### src/rtl/io_pkg.sv
// ============================================================================
// io_pkg
// Address map, CSR bit positions and send-FSM state type for io_reg_bank.
// Revision: 1.0
// ============================================================================
`default_nettype none

package io_pkg;

  localparam logic [5:0] ADDR_GPIO_OUT  = 6'd0;
  localparam logic [5:0] ADDR_GPIO_IN   = 6'd1;
  localparam logic [5:0] ADDR_IRQ_MASK  = 6'd2;
  localparam logic [5:0] ADDR_IRQ_STAT  = 6'd3;
  localparam int unsigned ADDR_CHAN_BASE = 4;

  localparam logic [1:0] CHAN_TXDATA = 2'd0;
  localparam logic [1:0] CHAN_RXDATA = 2'd1;
  localparam logic [1:0] CHAN_CSR    = 2'd2;

  localparam int unsigned CSR_SEND       = 0;
  localparam int unsigned CSR_TX_BUSY    = 1;
  localparam int unsigned CSR_RX_AVAIL   = 2;
  localparam int unsigned CSR_RX_OVERRUN = 3;
  localparam int unsigned CSR_TX_DONE    = 4;

  typedef enum logic [1:0] {
    IDLE = 2'd0,
    REQ  = 2'd1,
    BUSY = 2'd2
  } send_state_t;

  // Word address of register 'off' within channel 'ch'.
  function automatic logic [5:0] chan_addr(input int unsigned ch, input logic [1:0] off);
    return 6'(ADDR_CHAN_BASE + 4 * ch + 32'(off));
  endfunction

endpackage

`default_nettype wire

### src/rtl/io_uart_chan.sv
// ============================================================================
// io_uart_chan
// One UART channel: TXDATA/RXDATA/CSR registers, send handshake FSM, RX capture.
// Optional feature macro: IO_IRQ_EN (tracks tx_done in CSR bit 4).
// Revision: 1.0
// ============================================================================
`default_nettype none

module io_uart_chan
  import io_pkg::*;
(
  input  logic       clk,
  input  logic       rst,
  input  logic       tx_wen,
  input  logic       csr_wen,
  input  logic       rx_rd,
  input  logic [7:0] wdata,
  input  logic       tx_busy,
  input  logic [7:0] rx_data,
  input  logic       rx_valid,
  output logic [7:0] tx_data,
  output logic       send,
  output logic [7:0] rx_byte,
  output logic [4:0] csr
);

  send_state_t r_state;
  send_state_t w_state_next;
  logic        w_send;
  logic        w_done_set;
  logic [7:0]  r_tx_data;
  logic [7:0]  r_rx_byte;
  logic        r_rx_avail;
  logic        r_rx_overrun;
  logic        r_tx_done;

  always_ff @(posedge clk) begin
    if (rst) r_state <= IDLE;
    else     r_state <= w_state_next;
  end

  always_comb begin
    w_state_next = r_state;
    w_send       = 1'b0;
    w_done_set   = 1'b0;
    case (r_state)
      IDLE: if (csr_wen && wdata[CSR_SEND]) w_state_next = REQ;
      REQ: begin
        w_send = 1'b1;
        if (tx_busy) w_state_next = BUSY;
      end
      BUSY: if (!tx_busy) begin
        w_state_next = IDLE;
        w_done_set   = 1'b1;
      end
      default: w_state_next = IDLE;
    endcase
  end

  always_ff @(posedge clk) begin
    if (rst) begin
      r_tx_data    <= '0;
      r_rx_byte    <= '0;
      r_rx_avail   <= 1'b0;
      r_rx_overrun <= 1'b0;
    end else begin
      if (tx_wen && r_state == IDLE) r_tx_data <= wdata;
      // A byte arriving with a read keeps avail set; it is not an overrun.
      if (rx_valid) begin
        r_rx_byte  <= rx_data;
        r_rx_avail <= 1'b1;
      end else if (rx_rd) begin
        r_rx_avail <= 1'b0;
      end
      if (rx_valid && r_rx_avail && !rx_rd)               r_rx_overrun <= 1'b1;
      else if (csr_wen && wdata[CSR_RX_OVERRUN])          r_rx_overrun <= 1'b0;
    end
  end

`ifdef IO_IRQ_EN
  always_ff @(posedge clk) begin
    if (rst)                                   r_tx_done <= 1'b0;
    else if (w_done_set)                       r_tx_done <= 1'b1;
    else if (csr_wen && wdata[CSR_TX_DONE])    r_tx_done <= 1'b0;
  end
`else
  logic w_unused_done;
  assign w_unused_done = w_done_set;
  assign r_tx_done     = 1'b0;
`endif

  assign tx_data = r_tx_data;
  assign send    = w_send;
  assign rx_byte = r_rx_byte;
  assign csr     = {r_tx_done, r_rx_overrun, r_rx_avail, tx_busy, (r_state != IDLE)};

endmodule

`default_nettype wire

### src/rtl/io_reg_bank.sv
// ============================================================================
// io_reg_bank
// IO register bank: GPIO out/in, NUM_UART UART channels, registered read port.
// Optional feature macro: IO_IRQ_EN (IRQ_MASK/IRQ_STAT registers and irq output).
// Revision: 1.0
// ============================================================================
`default_nettype none

module io_reg_bank
  import io_pkg::*;
#(
  parameter int NUM_UART = 2,
  parameter int GPIO_W   = 32
) (
  input  logic                  clk,
  input  logic                  rst,
  input  logic                  wen,
  input  logic [15:0]           waddr,
  input  logic [31:0]           wdata,
  input  logic                  ren,
  input  logic [15:0]           raddr,
  output logic [31:0]           rdata,
  output logic [GPIO_W-1:0]     gpio_out,
  input  logic [GPIO_W-1:0]     gpio_in,
  output logic [8*NUM_UART-1:0] uart_tx_data,
  output logic [NUM_UART-1:0]   uart_send,
  input  logic [NUM_UART-1:0]   uart_tx_busy,
  input  logic [8*NUM_UART-1:0] uart_rx_data,
  input  logic [NUM_UART-1:0]   uart_rx_valid,
  output logic                  irq
);

  logic [5:0]        w_wa;
  logic [5:0]        w_ra;
  logic [GPIO_W-1:0] r_gpio_out;
  logic [GPIO_W-1:0] r_gpio_sync1;
  logic [GPIO_W-1:0] r_gpio_sync2;
  logic [31:0]       r_rdata;
  logic [31:0]       w_rd_val;
  logic [4:0]        w_csr     [NUM_UART];
  logic [7:0]        w_rx_byte [NUM_UART];

  assign w_wa = waddr[5:0];
  assign w_ra = raddr[5:0];

  logic w_unused;
  assign w_unused = &{1'b0, waddr[15:6], raddr[15:6], wdata};

  always_ff @(posedge clk) begin
    if (rst) begin
      r_gpio_out   <= '0;
      r_gpio_sync1 <= '0;
      r_gpio_sync2 <= '0;
    end else begin
      if (wen && w_wa == ADDR_GPIO_OUT) r_gpio_out <= wdata[GPIO_W-1:0];
      r_gpio_sync1 <= gpio_in;
      r_gpio_sync2 <= r_gpio_sync1;
    end
  end

  generate
    for (genvar c = 0; c < NUM_UART; c++) begin : g_chan
      io_uart_chan u_chan (
        .clk      (clk),
        .rst      (rst),
        .tx_wen   (wen && w_wa == chan_addr(c, CHAN_TXDATA)),
        .csr_wen  (wen && w_wa == chan_addr(c, CHAN_CSR)),
        .rx_rd    (ren && w_ra == chan_addr(c, CHAN_RXDATA)),
        .wdata    (wdata[7:0]),
        .tx_busy  (uart_tx_busy[c]),
        .rx_data  (uart_rx_data[8*c +: 8]),
        .rx_valid (uart_rx_valid[c]),
        .tx_data  (uart_tx_data[8*c +: 8]),
        .send     (uart_send[c]),
        .rx_byte  (w_rx_byte[c]),
        .csr      (w_csr[c])
      );
    end
  endgenerate

`ifdef IO_IRQ_EN
  logic [15:0] r_irq_mask;
  logic [15:0] w_irq_stat;
  logic        r_irq;

  always_comb begin
    w_irq_stat = '0;
    for (int c = 0; c < NUM_UART; c++) begin
      w_irq_stat[c]     = w_csr[c][CSR_RX_AVAIL];
      w_irq_stat[8 + c] = w_csr[c][CSR_TX_DONE];
    end
  end

  always_ff @(posedge clk) begin
    if (rst) begin
      r_irq_mask <= '0;
      r_irq      <= 1'b0;
    end else begin
      if (wen && w_wa == ADDR_IRQ_MASK) r_irq_mask <= wdata[15:0];
      r_irq <= |(w_irq_stat & r_irq_mask);
    end
  end

  assign irq = r_irq;
`else
  assign irq = 1'b0;
`endif

  always_comb begin
    w_rd_val = '0;
    case (w_ra)
      ADDR_GPIO_OUT: w_rd_val = 32'(r_gpio_out);
      ADDR_GPIO_IN:  w_rd_val = 32'(r_gpio_sync2);
`ifdef IO_IRQ_EN
      ADDR_IRQ_MASK: w_rd_val = 32'(r_irq_mask);
      ADDR_IRQ_STAT: w_rd_val = 32'(w_irq_stat);
`endif
      default:       w_rd_val = '0;
    endcase
    for (int c = 0; c < NUM_UART; c++) begin
      if (w_ra == chan_addr(c, CHAN_TXDATA)) w_rd_val = 32'(uart_tx_data[8*c +: 8]);
      if (w_ra == chan_addr(c, CHAN_RXDATA)) w_rd_val = 32'(w_rx_byte[c]);
      if (w_ra == chan_addr(c, CHAN_CSR))    w_rd_val = 32'(w_csr[c]);
    end
  end

  always_ff @(posedge clk) begin
    if (rst)      r_rdata <= '0;
    else if (ren) r_rdata <= w_rd_val;
  end

  assign rdata    = r_rdata;
  assign gpio_out = r_gpio_out;

endmodule

`default_nettype wire
### config.mk
export PLATFORM = sky130hd
export DESIGN_NAME = io_reg_bank
export DESIGN_NICKNAME = d
export VERILOG_FILES = /design/src/rtl/io_pkg.sv /design/src/rtl/io_uart_chan.sv /design/src/rtl/io_reg_bank.sv
export SDC_FILE = /design/constraint.sdc
export NUM_CORES = 1
export LEC_CHECK = 0
export BUFFER_PORTS_ARGS = -buffer_cell sky130_fd_sc_hd__buf_2
export CORE_UTILIZATION = 40
export CTS_BUF_LIST = sky130_fd_sc_hd__clkbuf_2
export CTS_CLUSTER_SIZE = 16
export DETAILED_ROUTE_END_ITERATION = 10
export GPL_TIMING_DRIVEN = 0
export PLACE_DENSITY = 0.68
export SLEW_MARGIN = 5
export SYNTH_ARGS = -nofsm -noshare
export SYNTH_HDL_FRONTEND = slang
export SYNTH_SLANG_ARGS = --single-unit
### constraint.sdc
create_clock -name clk -period 1.6 [get_ports clk]
set_input_delay 0.08 -clock clk [delete_from_list [all_inputs] [get_ports clk]]
set_output_delay 0.08 -clock clk [all_outputs]
set_load 0.02 [all_outputs]
After elaboration in Yosys (flattened, before gate mapping)
Index checks and enable logic that the tools add are counted.
{"block": "classes", "n_eq_ne": 21, "muxes": 25, "n_reduce_logical": 31}
{"op": "2-to-1 mux 32 bit", "count": 6}
{"op": "one-hot mux 32 bit (2 select lines)", "count": 1}
{"op": "equality test 6 x 3 -> 1 bit (second input constant)", "count": 5}
{"op": "equality test 6 x 4 -> 1 bit (second input constant)", "count": 5}
{"op": "logical AND 1 bit", "count": 17}
{"op": "zero test 6 bit", "count": 2}
{"op": "2-to-1 mux 2 bit", "count": 6}
{"op": "one-hot mux 2 bit (3 select lines)", "count": 2}
{"op": "nonzero test 2 bit", "count": 6}
{"op": "2-to-1 mux 1 bit", "count": 10}
{"op": "!= test 2 bit (second input constant)", "count": 4}
{"op": "equality test 6 x 1 -> 1 bit (second input constant)", "count": 1}
{"op": "AND reduction 3 bit", "count": 2}
{"op": "equality test 2 x 1 -> 1 bit (second input constant)", "count": 2}
{"op": "equality test 2 bit (second input constant)", "count": 2}
{"op": "zero test 2 bit", "count": 2}
{"op": "!= test 2 x 1 -> 1 bit (second input constant)", "count": 2}
{"op": "zero test 1 bit", "count": 2}
{"block": "totals", "register_bits": 168, "input_bits": 120, "out_inout_bits": 83, "wordCells": 91}

Longest topological paths before layout
Gate-level depths: netlist of the first run.
{"block": "depth", "word_depth": 8, "mapped_depth": 7}

By module
Synthesis of the first run repeated with hierarchy kept, for this count alone.
{"block": "hier_totals", "cells_unflattened": 697, "area_unflattened_um2": 6613.8}
{"mod": "io_reg_bank", "n_inst": 1, "cells_per_inst": 529, "area_each_um2": 4872.2, "seq_area_each_um2": 2562.5}
{"mod": "io_uart_chan", "n_inst": 2, "cells_per_inst": 84, "area_each_um2": 870.8, "seq_area_each_um2": 400.4}

Worst setup path after synthesis of the first run
OpenSTA, ideal clock, no wires.
{"block": "synth_path", "kind": "input-to-reg", "from": "in raddr[0]", "to": "reg r_rdata[2] (netlist: rdata[2])", "t_arrival_ns": 1.546, "t_required_ns": 1.467, "setup_slack_ns": -0.079, "path_stages": 5, "n_path_buf": 1, "path_cell_list": "buf_2 -> or4_4 -> or3_1 -> a2111oi_2 -> o22ai_1"}
{"block": "synth_between", "elab_chain_len": 8}
{"element": "start: declaration", "line_no": "io_reg_bank.sv:21", "text": "input logic [15:0] raddr,"}
{"element": "equality test 6 x 1 -> 1 bit or zero test 6 bit (tied branches)", "line_no": "io_reg_bank.sv:111", "text": "case (w_ra)"}
{"element": "one-hot mux 32 bit (2 select lines)", "line_no": "io_reg_bank.sv:111"}
{"element": "2-to-1 mux 32 bit", "line_no": "io_reg_bank.sv:121", "text": "if (w_ra == chan_addr(c, CHAN_TXDATA)) w_rd_val = 32'(uart_tx_data[8*c +: 8]);"}
{"element": "2-to-1 mux 32 bit", "line_no": "io_reg_bank.sv:122", "text": "if (w_ra == chan_addr(c, CHAN_RXDATA)) w_rd_val = 32'(w_rx_byte[c]);"}
{"element": "2-to-1 mux 32 bit", "line_no": "io_reg_bank.sv:123", "text": "if (w_ra == chan_addr(c, CHAN_CSR)) w_rd_val = 32'(w_csr[c]);"}
{"element": "2-to-1 mux 32 bit", "line_no": "io_reg_bank.sv:121"}
{"element": "2-to-1 mux 32 bit", "line_no": "io_reg_bank.sv:122"}
{"element": "2-to-1 mux 32 bit *", "line_no": "io_reg_bank.sv:123"}
{"element": "end signal: assignment", "line_no": "io_reg_bank.sv:129", "text": "else if (ren) r_rdata <= w_rd_val;"}
{"element": "end: declaration", "line_no": "io_reg_bank.sv:38", "text": "logic [31:0] r_rdata;"}
Mark *: on every way between the ends. The rest lies on a longest branch, timed or not.
A chain may end at the register's enable or synchronous reset.

Final worst setup path of the first run
{"block": "layout_path", "from": "in raddr[5]", "to": "reg r_rdata[8] (netlist: rdata[8])"}
Same word-level chain as after synthesis.

==> results of run 1 <==
[Yosys cell counts (3+ instances only)]
cell type	number	area, sq um
a211oi_1	3	22.5
a21oi_1	38	190
a221oi_1	10	87.6
a22oi_1	25	188
and3_1	14	87.6
buf_2	5	25.0
buf_4	5	37.5
clkbuf_1	30	113
dfxtp_1	168	3360
inv_1	4	15.0
mux2i_1	35	350
nand2_1	100	375
nand2b_1	7	43.8
nand3_1	4	20.0
nand3b_1	3	22.5
nor2_1	49	184
nor2b_1	71	444
nor3_1	12	60.1
nor3b_1	3	22.5
o21ai_0	28	140
o21ai_1	6	30.0
o311ai_0	5	43.8
o31a_1	4	35.0
or3_1	5	31.3
[worst max-delay path: cells and delay by family]
kind                   cells  cell delay [ns]
AND/OR/NAND/NOR            2             0.91
buffers and inverters      3             0.90
AO/OA/AOI/OAI              2             0.29
[through the flow]
step	setup TNS [ns]	instance area [sq um]	total power, uW
finish	0	9130	7500
floorplan	0	6260	4720
global route	0	9130	7800
detailed placement	-17.11	7410	4980
global placement	-15.57	7410	4970
CTS	0	9100	7530
[sequential cells by signal (all words and copies together), names as in the netlist]
register,count
r_gpio_sync1,32
rdata,32
r_gpio_sync2,32
g_chan.u_chan.tx_data,16
g_chan.u_chan.r_rx_avail,2
g_chan.u_chan.rx_byte,16
gpio_out,32
g_chan.u_chan.r_rx_overrun,2
g_chan.u_chan.r_state,4
[power breakdown]
group,internal (uW),switching (uW),leakage [uW]
Combinational,454,375,0.00248
Clock,768,1550,0.000154
Sequential,4310,42.5,0.00137
Total,5530,1970,0.00401
[cell families after synthesis]
family,after synthesis,synth area share
other cells,1,0.000599
flops,168,0.537
compound gates,132,0.136
buf+inv,50,0.0368
xor+xnor,2,0.00280
mux,35,0.0559
simple gates,286,0.230
[worst max-delay path by stage]
stage,from,endpoint,slack [ns],cells past startpoint
6_report,raddr[5],rdata[8],0.08,7
4_1_cts,g_chan[1].u_chan.r_state[0],uart_send[1],0.006,3
2_1_floorplan,raddr[1],rdata[2],0.02,5
3_3_place_gp,raddr[5],rdata[17],-0.32,6
5_1_grt,raddr[5],rdata[9],0.01,6
3_5_place_dp,raddr[1],rdata[23],-0.36,7
[area by class of cell]
| cell class | instances | area (sq um) |
|---|---|---|
| fill | 1377 | 6130 |
| inverter | 4 | 15.0 |
| tap | 211 | 264 |
| clock buffer | 18 | 90.1 |
| clock inverter | 14 | 161 |
| buffer | 43 | 200 |
| sequential | 168 | 3370 |
| multi-input combinational | 456 | 2670 |
| timing repair buffer | 322 | 2350 |
[metal layers]
layer | track usage | up-vias
li1 | - | 2997
met1 | 0.305 | 2825
met2 | 0.389 | 186
met3 | 0.0461 | 38
met4 | 0.0868 | 0
met5 | 0 | -
[timing repair]
| item | CTS | global route |
|---|---|---|
| hold buffers | 140 | 2 |
| gates resized for setup | 9 | 9 |
| buffers inserted | 4 | 0 |
| hold endpoints to repair | 128 | 2 |
| pin swaps | 2 | 0 |
| endpoints found under the setup margin | 18 | 36 |
==> flow_summary.toml, run 1 <==
[worst_setup_path]
cpMaxStageDelayCell = "dlygate4sd3_1"
path_cells = "buf_2 > or4b_1 > buf_2 > nor3_2 > a22oi_1 > o21ai_0 > dlygate4sd3_1"
cp_common_cell = "buf_2"
worstSetupPathType = "in2reg"
end_kind = "flip-flop"
crit_fanout = 9
reg2reg_setup_slack_ns = 0.12
cp.arrival_ns = 2.18
cp_slowest_stage_delay_ns = 0.56
worst_setup_path_start_kind = "input pin"
reg2reg_depth = 4
regToRegEndpoint = "g_chan[0].u_chan.r_state[1]"
r2r_start = "g_chan[0].u_chan.r_state[0]"
cp.required_ns = 2.26

[sta]
max_clock_freq_mhz = 656
skew_ns = 0.0289
max_slew_margin = 0.483
worst_hold_slack_ns = 0.0246
min_period_over_period = 0.952
min_period_ns = 1.52
max_slew.worst_pin.slew_ns = 0.768
rsz0062_at_grt = "false"
setup_viol = 0
hold_violations = 0
slew_violations = 0
setup_ws_ns = 0.0767

[layout]
final_util = 0.598
instances_no_fill = 1236
diodes = 0
final_layout_size_suffix_gt1_frac = 0.237
nets = 1132
area_growth_pct = 45.7
layout_common_cells = "buf_2, dfxtp_1, dlygate4sd3_1"
mostFrequentLayoutCell = "buf_2"

[die]
core_sq_mm = 0.0153
pin_count = 203
die_w_microns = 127
die_height_microns = 127
rows = 45
start_util = 0.410
dieArea_sq_mm = 0.0162

[cts]
worstSkewPairLatency_ns = 0.72
cts_tree = "yes"
numCtsBuffers = 17
cts.sinks = 168
clk_root_buffer_cell = "clkbuf_2"
clockBufferDepth = 2
htree_levels = 4
clk_pin_slew_ns = 0.24

[grt]
antenna_found_initial = 0
track_usage = 0.235
overflow = 0
grt_pass1_vias = 5727
grt_max_degree = 17
grt_pass1_wl_mm = 29.2

[worst_hold_path]
hold-path-endpoint = "rdata[3]"
hold_depth = 5
min_path_type = "in2reg"
min-delay-start = "raddr[5]"

[placed_design]
dp.cells = 1061
place_hpwl_mm = 13.1
place_congestion = 0.863
dp_slack_ns = -0.362
numPortBuffers = 176

[route]
vias_per_cell = 4.89
vias = 6046
initialDrtViolationCount = 406
drt-pass1-iter-count = 5
wl_met2_mm = 9.10
drtAntennaViolNets = 0
top_layer = "met4"
routedWlPerCell_microns = 15.5
wl_mm = 19.2
drc = 0
met3_length_microns = 900
met1Wirelength_mm = 8.66

[synthesis]
ys_types = 53
yosysSeqAreaShare = 0.537
async_flop_share = 0
synth_area_sq_mm = 0.00626
synth_warnings = 0
syn_nets = 794
ys_ff_latch = 168
synth_edf_count = 0
synth_area_per_cell_sq_um = 9.29
synthCells = 674
ys.flop_type = "dfxtp_1"

[status]
outcome = "finished clean"

[power_and_ir_drop]
ir_drop_uv = 506
power_leakage_uw = 0.00401
powerDensity_mw_per_mm2 = 822

[flow_run]
drv_cap = 0
(Power assumes the default switching activity.)
==> inputs of run 2 (changes only) <==
- SETUP_SLACK_MARGIN: default -> 0.15
==> run 2 against run 1 <==
Net effect:
- the run now ends with setup timing left
- clock-buffer cell count is the same
- cell area grew 16%
- register-to-register slack gained 0.03 ns
- total power grew 0.53%
- utilization grew 9.4 points
- worst setup slack lost 0.16 ns
- largest cell class is now buffers
- largest power group unchanged
- highest routed layer unchanged
==> flow_summary.toml, run 2 (synthesized netlist as in run 1, its figures left out) <==
[cts]
clk_root_buffer_cell = "clkbuf_2"
cts_tree = "yes"
numCtsBuffers = 17
clk_pin_slew_ns = 0.26
worstSkewPairLatency_ns = 0.77
htree_levels = 4
cts.sinks = 168
clockBufferDepth = 2

[die]
die_height_microns = 127
start_util = 0.410
dieArea_sq_mm = 0.0162
pin_count = 203
core_sq_mm = 0.0153
die_w_microns = 127
rows = 45

[sta]
setup_ws_ns = -0.0828
max_slew.worst_pin.slew_ns = 0.851
min_period_ns = 1.68
slew_violations = 0
hold_violations = 0
min_period_over_period = 1.05
worst_hold_slack_ns = 0.0188
setup_viol = 5
rsz0062_at_grt = "true"
skew_ns = 0.0305
max_clock_freq_mhz = 594
max_slew_margin = 0.428

[route]
routedWlPerCell_microns = 17.4
drtAntennaViolNets = 0
wl_mm = 23.1
vias_per_cell = 5.09
vias = 6756
drc = 0
drt-pass1-iter-count = 5
initialDrtViolationCount = 504

[layout]
instances_no_fill = 1328
area_growth_pct = 68.6
multi_input_area_sq_mm = 0.00276
layout_common_cells = "dlygate4sd3_1, nand2_1, buf_2"
seq_area_sq_mm = 0.00348
fill_cells = 1130
mostFrequentLayoutCell = "dlygate4sd3_1"
nets = 1222
final_layout_size_suffix_gt1_frac = 0.342

[worst_setup_path]
cp_slowest_stage_delay_ns = 0.63
cp.required_ns = 2.31
end_kind = "flip-flop"
cp.arrival_ns = 2.39
critPathTopFamily = "buffers and inverters"
cp.buffers_inverters = 3
cpMaxStageDelayCell = "dlygate4sd3_1"
worstSetupPathType = "in2reg"
worst_setup_path_start_kind = "input pin"
crit_fanout = 10
cp_common_cell = "buf_2"
path_cells = "buf_2 > dlygate4sd3_1 > or4_4 > nor3_2 > buf_2 > a22oi_1 > o21ai_0"

[placed_design]
place_hpwl_mm = 13.2
numPortBuffers = 176
dp.cells = 1061
place_congestion = 0.867

[power_and_ir_drop]
power_leakage_uw = 0.00453
powerDensity_mw_per_mm2 = 714
ir_drop_uv = 551
power.total_uw = 7540

[status]
failed_checks = "setup timing"
outcome = "complete, but fails checks"

[grt]
track_usage = 0.273
grt_max_degree = 17
antenna_found_initial = 1
grt_pass1_vias = 6571
overflow = 0
grt_pass1_wl_mm = 33.7

[flow_run]
drv_cap = 0

[worst_hold_path]
min_path_type = "in2reg"
[run 2: changes by cell type in the layout (fill, tap and decap cells not counted), moves of 40 or more]
cell,delta
buf_2,-79
buf_4,+56
buf_6,+72
dfxtp_1,-80
dfxtp_2,+78
dlygate4sd3_1,+40
[run 2: routing by layer]
layer,GRT usage,wire length (microns)
met1,0.331,9450
met2,0.467,11500
met3,0.0561,1250
met4,0.127,909
met5,0,0
[run 2: area by class of cell]
cell class | instances | area share
diodes | 2 | 0.000474
repair buffers | 409 | 0.337
clock inverters | 14 | 0.0129
inverters | 4 | 0.00142
clock buffers | 18 | 0.00853
flip-flops and latches | 168 | 0.329
well taps | 211 | 0.0250
multi-input cells | 456 | 0.261
plain buffers | 46 | 0.0233
[run 2: worst paths after layout]
kind | startpoint | end | slack, ns | cells past startpoint
worst min-delay path | raddr[4] | rdata[31] | 0.02 | 6
worst max register to register | g_chan[1].u_chan.tx_data[3] | rdata[3] | 0.15 | 4
worst min register to register | r_gpio_sync1[31] | r_gpio_sync2[31] | 0.44 | 1
worst max-delay path | raddr[4] | rdata[22] | -0.08 | 7
[run 2: what timing repair did]
| action | in CTS | in global routing |
|---|---|---|
| endpoints found under the hold margin | 135 | 18 |
| hold buffers | 178 | 5 |
| gates resized for setup | 169 | 97 |
| setup endpoints to repair | 98 | 137 |
| pin swaps | 2 | 5 |
| buffers inserted | 40 | 10 |
[run 2: power breakdown]
part	total [uW]	leakage, uW	internal (uW)	switching [uW]
Clock	2210	0.000135	610	1600
Sequential	4350	0.00142	4300	45.2
Combinational	980	0.00298	554	427
[run 2: tightest hold or removal path, delay by kind of cell]
family	cells	cell delay (ns)
AOI/OAI and AO/OA	2	0.21
and+or+nand+nor	2	0.22
buffers and inverters	2	0.25
[run 2: per-stage QoR]
step,setup TNS [ns],setup slack [ns],area [sq um],utilization
after floorplan,0,0.0233,6310,-
final,-0.206,-0.0828,10600,0.692
after detailed placement,-17.56,-0.379,7450,0.488
after global routing,-0.765,-0.140,10600,0.692
after global placement,-15.55,-0.328,7450,0.488
after CTS,-0.209,-0.114,10100,0.663
==> inputs of run 3 (changes only) <==
- CORE_UTILIZATION: 40 -> 47
- GPL_TIMING_DRIVEN: 0 -> default
- PLACE_DENSITY: 0.68 -> 0.78
==> run 3 against run 2 <==
Net effect:
- the run ends with hold timing left
- hold slack worse by 0.048 ns
- via count up 3.4%
- cell area is 0.47% lower
- maximum frequency is 5.5% higher
- clock skew is 0.016 ns higher
- clock-buffer cell count shrank 1
- final cell count decreased by 3.9%
- sequential share of layout area increased by 0.19 points
- critical path type unchanged
==> flow_summary.toml, run 3 (synthesized netlist as in run 1, its figures left out) <==
[layout]
nets = 1210
final_util = 0.819
area_growth_pct = 67.8
design_area_sq_mm = 0.0105
final_layout_size_suffix_gt1_frac = 0.366
mostFrequentLayoutCell = "dlygate4sd3_1"
layout_common_cells = "dlygate4sd3_1, buf_2, buf_4"

[placed_design]
place_area_sq_mm = 0.00750
numPortBuffers = 181
place_hpwl_mm = 11.6
place_congestion = 0.868

[status]
failed_checks = "hold timing"
outcome = "complete, but fails checks"

[route]
initialDrtViolationCount = 643
vias = 6983
routedWlPerCell_microns = 18.4
drt-pass1-iter-count = 5
drtAntennaViolNets = 0
wl_mm = 23.4
vias_per_cell = 5.47
drc = 0

[power_and_ir_drop]
intPower_uw = 5590
share_seq_of_total_power = 0.569
powerDensity_mw_per_mm2 = 728
ir_drop_uv = 706
p_comb_frac = 0.124
switching_power_uw = 2060
clockPowerShare = 0.307
power.total_uw = 7650
power_leakage_uw = 0.00452
swShare = 0.269

[grt]
grt_pass1_vias = 6679
track_usage = 0.302
grt_max_degree = 81
overflow = 0
antenna_found_initial = 1
grt_pass1_wl_mm = 32.8

[worst_setup_path]
path_cells = "buf_2 > dlygate4sd3_1 > nor2b_4 > and3_4 > buf_12 > nand2_1 > dlygate4sd3_1 > a21oi_2"
r2r_start = "g_chan[1].u_chan.r_state[0]"
reg2reg_setup_slack_ns = 0.12
cp.arrival_ns = 2.29
worst_setup_path_start_kind = "input pin"
cp_slowest_stage_delay_ns = 0.62
cp.required_ns = 2.30
end_kind = "flip-flop"
regToRegEndpoint = "g_chan[1].u_chan.tx_data[7]"
cpMaxStageDelayCell = "dlygate4sd3_1"
worstSetupPathType = "in2reg"
cp_common_cell = "dlygate4sd3_1"
crit_fanout = 17
reg2reg_depth = 6

[sta]
max_slew.worst_pin.slew_ns = 0.556
max_slew_margin = 0.627
max_clock_freq_mhz = 627
rsz0062_at_grt = "true"
slew_violations = 0
fin_setup_tns_ns = 0
skew_ns = 0.0468
hold_violations = 1
worst_hold_slack_ns = -0.0296
min_period_ns = 1.59
setup_viol = 0
min_period_over_period = 0.997

[cts]
clk_pin_slew_ns = 0.25
cts_tree = "yes"
numCtsBuffers = 17
clockBufferDepth = 2
htree_levels = 4
clk_root_buffer_cell = "clkbuf_2"
worstSkewPairLatency_ns = 0.78
cts.sinks = 168

[flow_run]
drv_cap = 0

[worst_hold_path]
hold-path-endpoint = "rdata[1]"
hold_depth = 5
min-delay-start = "raddr[4]"
min_path_type = "in2reg"

[die]
pin_count = 203
die_height_microns = 117
die_w_microns = 117
rows = 41
start_util = 0.488
core_sq_mm = 0.0128
dieArea_sq_mm = 0.0138
run 3: cell count changes in the layout (fill, tap and decap cells not counted), moves of 3 or more:
| cell | delta |
|---|---|
| buf_12 | +7 |
| buf_4 | +39 |
| buf_6 | -47 |
| dlygate4sd3_1 | +4 |
| clkbuf_1 | -26 |
| clkbuf_2 | -4 |
| clkinv_4 | +3 |
| buf_2 | +17 |
run 3: power by group through the flow:
stage | Sequential [uW] | Combinational, uW | Clock, uW
floorplan | 4430 | 298 | 0
global placement | 4430 | 546 | 0
detailed placement | 4430 | 553 | 0
CTS | 4350 | 856 | 2340
global route | 4360 | 1010 | 2560
finish | 4350 | 952 | 2350
run 3: area by class of cell:
type / count / area, sq um
fill: 724 / 2320
tap: 172 / 215
timing repair buffer: 443 / 3710
inverter: 4 / 15.0
clock inverter: 15 / 166
multi-input combinational: 456 / 2830
sequential: 168 / 3480
antenna: 1 / 2.50
clock buffer: 17 / 85.1
run 3: layer usage:
metal  global-route usage  share of wire  vias up
met5                    0              0        -
met4                0.160          0.045        0
met3               0.0715          0.066       98
met2                0.506           0.51      402
met1                0.357           0.38     3328
li1                     -              -     3155
run 3: how the worst max path moves through the flow:
stage,start,to,depth (start not counted),slack [ns]
5_1_grt,g_chan[1].u_chan.r_state[0],uart_send[1],2,0.02
3_5_place_dp,raddr[4],rdata[2],5,-0.1
6_report,wen,gpio_out[11],8,0.005
3_3_place_gp,raddr[4],rdata[2],5,-0.1
2_1_floorplan,raddr[1],rdata[2],5,0.02
4_1_cts,g_chan[0].u_chan.r_state[0],uart_send[0],2,0.08
run 3: metrics by stage:
| step | std cells | setup WS (ns) |
|---|---|---|
| 6_report | 1276 | 0.00538 |
| 5_1_grt | 1276 | 0.0157 |
| 4_1_cts | 1242 | 0.0819 |
| 3_5_place_dp | 1012 | -0.0989 |
| 3_3_place_gp | 1012 | -0.0962 |
| 2_1_floorplan | 674 | 0.0233 |
run 3: worst max-delay path: cells and delay by family:
kind | cells | cell delay [ns]
compound gates | 1 | 0.19
buf+inv | 4 | 1.46
simple gates | 3 | 0.54
run 3: timing repair:
action / 4_1_cts / 5_1_grt
buffers inserted: 15 / 28
gates resized for setup: 60 / 167
hold endpoints to repair: 168 / 19
hold buffers: 183 / 7
cloned: 0 / 0
pin swaps: 0 / 9
setup endpoints to repair: 49 / 136
